`src/rtl/fetch_queue_if.sv`:
```
// Bundle of the fetch front end's buses: redirect input, in-order
// instruction-memory request/response, and the (pc, instr) stream to decode.
// master = fetch_queue side, slave = surrounding pipeline / memory side.
interface fetch_queue_if #(
  parameter int XLEN  = 32,
  parameter int DEPTH = 4
);
  localparam int CW = $clog2(DEPTH + 1);

  logic            redirect_valid;
  logic [XLEN-1:0] redirect_pc;

  logic            imem_req_valid;
  logic [XLEN-1:0] imem_req_addr;
  logic            imem_req_ready;

  logic            imem_rsp_valid;
  logic [XLEN-1:0] imem_rsp_data;

  logic            out_valid;
  logic [XLEN-1:0] out_pc;
  logic [XLEN-1:0] out_instr;
  logic            out_ready;

  logic [CW-1:0]   count;

  modport master (
    input  redirect_valid, redirect_pc,
    input  imem_req_ready, imem_rsp_valid, imem_rsp_data,
    input  out_ready,
    output imem_req_valid, imem_req_addr,
    output out_valid, out_pc, out_instr, count
  );

  modport slave (
    output redirect_valid, redirect_pc,
    output imem_req_ready, imem_rsp_valid, imem_rsp_data,
    output out_ready,
    input  imem_req_valid, imem_req_addr,
    input  out_valid, out_pc, out_instr, count
  );
endinterface

```
`src/rtl/fetch_queue.sv`:
```
// Instruction-fetch front end: PC generator, in-order imem request/response
// tracking and a DEPTH-entry (pc, instr) FIFO feeding decode. Requests are
// only issued when a FIFO slot is guaranteed for the response (credit rule),
// so responses never need backpressure. A redirect flushes the FIFO and
// turns every in-flight request into a response that must be discarded.
module fetch_queue #(
  parameter int              XLEN     = 32,
  parameter int              DEPTH    = 4,
  parameter logic [XLEN-1:0] RESET_PC = '0,
  parameter int              PC_STEP  = 4
) (
  input  logic          clk,
  input  logic          rst,
  fetch_queue_if.master bus
);
  localparam int CW = $clog2(DEPTH + 1);
  localparam int AW = (DEPTH > 1) ? $clog2(DEPTH) : 1;
  localparam int SW = CW + 2;

  logic [XLEN-1:0] fetch_pc_reg, fetch_pc_next;
  logic [XLEN-1:0] rsp_pc_reg, rsp_pc_next;
  logic [CW-1:0]   count_reg, count_next;
  logic [CW-1:0]   outstanding_reg, outstanding_next;
  logic [CW-1:0]   drop_cnt_reg, drop_cnt_next;
  logic [AW-1:0]   wr_ptr_reg, wr_ptr_next;
  logic [AW-1:0]   rd_ptr_reg, rd_ptr_next;
  logic [XLEN-1:0] out_pc_reg, out_instr_reg;

  logic [XLEN-1:0] pc_mem    [DEPTH];
  logic [XLEN-1:0] instr_mem [DEPTH];

  logic [SW-1:0]   credit_used;
  logic            req_valid;
  logic            req_fire;
  logic            rsp_drop;
  logic            push;
  logic            pop;
  logic            head_from_rsp;
  logic            head_from_mem;

  // Handshake qualifiers; redirect suppresses requests, pushes and pops.
  always_comb begin
    credit_used   = SW'(count_reg) + SW'(outstanding_reg) + SW'(drop_cnt_reg);
    req_valid     = !rst && !bus.redirect_valid && (credit_used < SW'(DEPTH));
    req_fire      = req_valid && bus.imem_req_ready;
    rsp_drop      = bus.imem_rsp_valid && (drop_cnt_reg != '0);
    push          = bus.imem_rsp_valid && (drop_cnt_reg == '0) && !bus.redirect_valid;
    pop           = (count_reg != '0) && bus.out_ready && !bus.redirect_valid;
    // The head register reloads from the incoming response when the entry
    // being written becomes the head, otherwise from the next stored entry.
    head_from_rsp = push && ((count_reg == '0) || (pop && count_reg == CW'(1)));
    head_from_mem = pop && (count_reg > CW'(1));
  end

  // Next-state for PCs, pointers and the occupancy/credit counters.
  always_comb begin
    fetch_pc_next    = fetch_pc_reg;
    rsp_pc_next      = rsp_pc_reg;
    count_next       = count_reg;
    outstanding_next = outstanding_reg;
    drop_cnt_next    = drop_cnt_reg;
    wr_ptr_next      = wr_ptr_reg;
    rd_ptr_next      = rd_ptr_reg;
    if (bus.redirect_valid) begin
      fetch_pc_next    = bus.redirect_pc;
      rsp_pc_next      = bus.redirect_pc;
      count_next       = '0;
      wr_ptr_next      = '0;
      rd_ptr_next      = '0;
      outstanding_next = '0;
      drop_cnt_next    = drop_cnt_reg + outstanding_reg - CW'(bus.imem_rsp_valid);
    end else begin
      if (req_fire) begin
        fetch_pc_next = fetch_pc_reg + XLEN'(PC_STEP);
      end
      if (push) begin
        rsp_pc_next = rsp_pc_reg + XLEN'(PC_STEP);
        wr_ptr_next = wr_ptr_reg + AW'(1);
      end
      if (pop) begin
        rd_ptr_next = rd_ptr_reg + AW'(1);
      end
      count_next       = count_reg + CW'(push) - CW'(pop);
      outstanding_next = outstanding_reg + CW'(req_fire) - CW'(push);
      drop_cnt_next    = drop_cnt_reg - CW'(rsp_drop);
    end
  end

  // Control state register with synchronous reset.
  always_ff @(posedge clk) begin
    if (rst) begin
      fetch_pc_reg    <= RESET_PC;
      rsp_pc_reg      <= RESET_PC;
      count_reg       <= '0;
      outstanding_reg <= '0;
      drop_cnt_reg    <= '0;
      wr_ptr_reg      <= '0;
      rd_ptr_reg      <= '0;
    end else begin
      fetch_pc_reg    <= fetch_pc_next;
      rsp_pc_reg      <= rsp_pc_next;
      count_reg       <= count_next;
      outstanding_reg <= outstanding_next;
      drop_cnt_reg    <= drop_cnt_next;
      wr_ptr_reg      <= wr_ptr_next;
      rd_ptr_reg      <= rd_ptr_next;
    end
  end

  // FIFO storage write; contents need no reset since count gates validity.
  always_ff @(posedge clk) begin
    if (push) begin
      pc_mem[wr_ptr_reg]    <= rsp_pc_reg;
      instr_mem[wr_ptr_reg] <= bus.imem_rsp_data;
    end
  end

  // Registered head entry; holds while stalled, empty or flushed.
  always_ff @(posedge clk) begin
    if (rst) begin
      out_pc_reg    <= '0;
      out_instr_reg <= '0;
    end else if (head_from_rsp) begin
      out_pc_reg    <= rsp_pc_reg;
      out_instr_reg <= bus.imem_rsp_data;
    end else if (head_from_mem) begin
      out_pc_reg    <= pc_mem[rd_ptr_reg + AW'(1)];
      out_instr_reg <= instr_mem[rd_ptr_reg + AW'(1)];
    end
  end

  assign bus.imem_req_valid = req_valid;
  assign bus.imem_req_addr  = fetch_pc_reg;
  assign bus.out_valid      = (count_reg != '0);
  assign bus.out_pc         = out_pc_reg;
  assign bus.out_instr      = out_instr_reg;
  assign bus.count          = count_reg;

`ifndef SYNTHESIS
  // Protocol sanity: no unexpected response, no overflow, aligned redirect.
  always_ff @(posedge clk) begin
    if (!rst) begin
      assert (!(bus.imem_rsp_valid && outstanding_reg == '0 && drop_cnt_reg == '0));
      assert (!(push && count_reg == CW'(DEPTH)));
      assert (!(bus.redirect_valid && (bus.redirect_pc % XLEN'(PC_STEP)) != '0));
    end
  end
`endif
endmodule

```
`src/flat_wrapper.sv`:
```
// flat-port wrapper written by rule: the top's interface ports become plain ports
module fetch_queue_flat 
#(
  parameter int              XLEN     = 32,
  parameter int              DEPTH    = 4,
  parameter logic [XLEN-1:0] RESET_PC = '0,
  parameter int              PC_STEP  = 4
)
  (clk, rst, bus_redirect_valid, bus_redirect_pc, bus_imem_req_ready, bus_imem_rsp_valid, bus_imem_rsp_data, bus_out_ready, bus_imem_req_valid, bus_imem_req_addr, bus_out_valid, bus_out_pc, bus_out_instr, bus_count);
  fetch_queue_if #(.XLEN(XLEN), .DEPTH(DEPTH)) bus_i ();
  input  logic clk;
  input  logic rst;
  input wire logic [$bits(bus_i.redirect_valid)-1:0] bus_redirect_valid;
  input wire logic [$bits(bus_i.redirect_pc)-1:0] bus_redirect_pc;
  input wire logic [$bits(bus_i.imem_req_ready)-1:0] bus_imem_req_ready;
  input wire logic [$bits(bus_i.imem_rsp_valid)-1:0] bus_imem_rsp_valid;
  input wire logic [$bits(bus_i.imem_rsp_data)-1:0] bus_imem_rsp_data;
  input wire logic [$bits(bus_i.out_ready)-1:0] bus_out_ready;
  output wire logic [$bits(bus_i.imem_req_valid)-1:0] bus_imem_req_valid;
  output wire logic [$bits(bus_i.imem_req_addr)-1:0] bus_imem_req_addr;
  output wire logic [$bits(bus_i.out_valid)-1:0] bus_out_valid;
  output wire logic [$bits(bus_i.out_pc)-1:0] bus_out_pc;
  output wire logic [$bits(bus_i.out_instr)-1:0] bus_out_instr;
  output wire logic [$bits(bus_i.count)-1:0] bus_count;
  assign bus_i.redirect_valid = bus_redirect_valid;
  assign bus_i.redirect_pc = bus_redirect_pc;
  assign bus_i.imem_req_ready = bus_imem_req_ready;
  assign bus_i.imem_rsp_valid = bus_imem_rsp_valid;
  assign bus_i.imem_rsp_data = bus_imem_rsp_data;
  assign bus_i.out_ready = bus_out_ready;
  assign bus_imem_req_valid = bus_i.imem_req_valid;
  assign bus_imem_req_addr = bus_i.imem_req_addr;
  assign bus_out_valid = bus_i.out_valid;
  assign bus_out_pc = bus_i.out_pc;
  assign bus_out_instr = bus_i.out_instr;
  assign bus_count = bus_i.count;
  fetch_queue #(.XLEN(XLEN), .DEPTH(DEPTH), .RESET_PC(RESET_PC), .PC_STEP(PC_STEP)) u_core (.clk(clk), .rst(rst), .bus(bus_i));
endmodule
```
`config.mk`:
```
export PLATFORM = sky130hd
export DESIGN_NAME = fetch_queue_flat
export DESIGN_NICKNAME = d
export VERILOG_FILES = /design/src/rtl/fetch_queue_if.sv /design/src/rtl/fetch_queue.sv /design/src/flat_wrapper.sv
export SDC_FILE = /design/constraint.sdc
export NUM_CORES = 1
export LEC_CHECK = 0
export ABC_AREA = 1
export BUFFER_PORTS_ARGS = -buffer_cell sky130_fd_sc_hd__buf_2
export CAP_MARGIN = 10
export CORE_ASPECT_RATIO = 0.9
export CORE_MARGIN = 5
export CORE_UTILIZATION = 40
export DETAILED_ROUTE_END_ITERATION = 16
export PLACE_DENSITY = 0.69
export SYNTH_ARGS = -nofsm -noshare
export SYNTH_HDL_FRONTEND = slang
export SYNTH_SLANG_ARGS = --single-unit
```
`constraint.sdc`:
```
create_clock -name clk -period 5.05 [get_ports clk]
set_input_delay 0.7575 -clock clk [delete_from_list [all_inputs] [get_ports clk]]
set_output_delay 0.7575 -clock clk [all_outputs]
set_load 0.03 [all_outputs]
```
==> results.cfg <==
[clock_tree]
cts_resized = 0
clock_latency_ns = 0.58
cts.clk_slew.worst_paths_ns = 0.06
numClockSinks = 397
clockBufferDepth = 3
holdBufCountCts = 0
cts_max_level = 2
root_buffer = clkbuf_16
cts_setup_buffers = 0
cts_made_buffers = 43
cts_tree = done

[sta]
tightestPinTransition_ns = 1.10
relSlewSlack_pct = 26.6
slew_violations = 0
grt_setup_unrepaired = false
fmax_mhz = 292
min_period_over_period_pct = 67.8
setup_viol = 0
period_minus_slack_ns = 3.42
clock_skew_ns = 0.0172
hold_viol_final = 0
finalSetupTns_ns = 0

[placement]
gp_congestion = 0.865
port_buffers = 170
place_area_sq_um = 19500
dp_hpwl_mm = 30.7

[critical_path]
cp_max_fo = 6
cp.buffers_inverters = 3
critPathKind = register to output port
max_stage_delay_ns = 0.38
r2r_cells = 14
worst-r2r-setup-slack_ns = 1.78
cp.arrival_ns = 2.67
cpLargestDelayFamily = adder cells
cpMaxStageDelayCell = fa_1
crit_path_end = bus_imem_req_valid
path_depth = 10
worstPathRequired_ns = 4.29
start_kind = register
r2r-start = u_core.bus.count[0]$_SDFF_PP0_
rr_endpoint = u_core.outstanding_reg[2]$_SDFF_PP0_
path_cells = ha_1 > fa_1 > xor2_1 > ha_1 > inv_1 > nand2_1 > nor2_4 > nand3_2 > inv_1 > buf_2
endpoint_kind = output port
crit_path_start = u_core.bus.count[0]$_SDFF_PP0_

[global_route]
first_global_vias = 14300
antenna_found_initial = 1
gr-total-overflow = 0
grt_pass1_wl_mm = 77.7
grt.total_usage_pct = 19.3
grt_max_degree = 79

[layout]
drive_gt1_share_pct = 12.7
design_area_sq_um = 20900
syn_to_final_growth_pct = 14.9
postLayoutCoreUtil_pct = 46.3
mostFrequentLayoutCells = nand2_1 (663), edfxtp_1 (256), nand3_1 (246)
finish.net_count = 2307
reg.largest.list = u_core.instr_mem (128), u_core.pc_mem (128)
final_common_cell = nand2_1

[detailed_routing]
drt-wirelength-per-cell_um = 17.5
vias = 14700
ant_nets = 0
routed_wl_mm = 49.9
drc = 0
detail_route.iter0.violations = 1266
via_per_inst = 5.16
firstDrtPassIters = 5

[outcome]
outcome = completed

[floorplan]
die_h_um = 212
dieArea_sq_um = 49900
fp-row-count = 74
die_x_um = 235
initial_core_util_pct = 40.3
core_sq_um = 45200
pin_count = 171

[logic_synthesis]
syn_avg_cell_area_sq_um = 8.76
ys_types = 38
yosys_warnings = 0
syn_nets = 2174
synth_seq_cells = 397
ys_seq_area_share_pct = 57.7
syn-cell-area_sq_um = 18200
synthCells = 2078

[power]
power.leakage_uw = 0.00846
peakVddDrop_v = 0.000218
power_density_nw_per_um2 = 384

[worst_hold_path]
min_path_type = input pin to register
min_path_cells = 1

[run]
maxCapViolCount = 0
==> synth_stat cells, drive strengths merged <==
library cell | n | area share (%)
xnor2 | 14 | 0.67
nor3 | 3 | 0.14
nand4 | 7 | 0.41
fa | 4 | 0.44
nand2 | 668 | 14
clkbuf | 32 | 0.66
clkinv | 1 | 0.027
xor2 | 5 | 0.24
o21ai | 125 | 3.4
a21boi | 3 | 0.12
ha | 22 | 1.5
inv | 204 | 4.2
o21bai | 4 | 0.16
o211ai | 2 | 0.082
buf | 65 | 2.3
nand3b | 14 | 0.58
nand3 | 248 | 6.9
o22ai | 2 | 0.069
o21a | 1 | 0.041
dfxtp | 141 | 16
a21oi | 123 | 3.4
nor2 | 128 | 2.8
edfxtp | 256 | 42
a31oi | 6 | 0.21
==> metrics by stage <==
step | total power [uW] | hold slack, ns | worst slack [ns] | std cells
floorplan | 4570 | 0.483 | 0.607 | 2078
global placement | 4900 | 0.448 | 1.53 | 2773
detailed placement | 4920 | 0.461 | 1.50 | 2773
CTS | 8100 | 0.378 | 1.59 | 2853
global route | 8370 | 0.385 | 1.47 | 2855
finish | 8040 | 0.408 | 1.63 | 2855
==> metal layers <==
layer / wire [um] / share of wire, % / vias to the layer above / GRT usage [%]
met1: 22000 / 44 / 6941 / 26.4
met2: 22600 / 45 / 591 / 31.4
met4: 1220 / 2.5 / 0 / 6.04
li1: - / - / 7113 / -
met3: 4030 / 8.1 / 94 / 4.01
met5: 0 / 0 / - / 0
==> final cells by class <==
type / count / area (sq um)
diodes: 1 / 2.50
clock buffers: 62 / 1220
clock inverters: 18 / 208
fillers: 4345 / 24300
inverters: 205 / 773
multi-input cells: 1379 / 6420
flip-flops and latches: 397 / 10500
well taps: 608 / 761
repair buffers: 185 / 1030
==> worst min path at each step <==
stage / end / startpoint
after detailed placement: u_core.bus.imem_req_addr[0]$_SDFFE_PP0P_ / u_core.bus.imem_req_addr[0]$_SDFFE_PP0P_
after global placement: u_core.bus.imem_req_addr[1]$_SDFFE_PP0P_ / u_core.bus.imem_req_addr[1]$_SDFFE_PP0P_
after floorplan: u_core.pc_mem[0][0]$_DFFE_PP_ / u_core.rsp_pc_reg[0]$_SDFFE_PP0P_
after global routing: u_core.instr_mem[3][0]$_DFFE_PP_ / bus_imem_rsp_data[0]
final: u_core.instr_mem[3][7]$_DFFE_PP_ / bus_imem_rsp_data[7]
after CTS: u_core.instr_mem[1][6]$_DFFE_PP_ / bus_imem_rsp_data[6]
==> cell families (layout without fill, tap and decap cells) <==
logic type      count (synthesis)  count (layout)  synth area share, %
flops                         397             397                 57.7
fa+ha+maj                      26              26                 1.95
compound gates                266             266                 7.53
simple gates                 1068            1068                 24.7
other cells                     0               1                    0
xor+xnor                       19              19                0.914
buf+inv                       302             470                 7.21
==> power breakdown <==
part	internal [uW]	switching, uW	total (uW)
logic	288	739	1030
clock network	1850	1330	3180
registers	3680	157	3830
total	5820	2230	8040
Note: power is estimated with default switching activity, not from simulation.
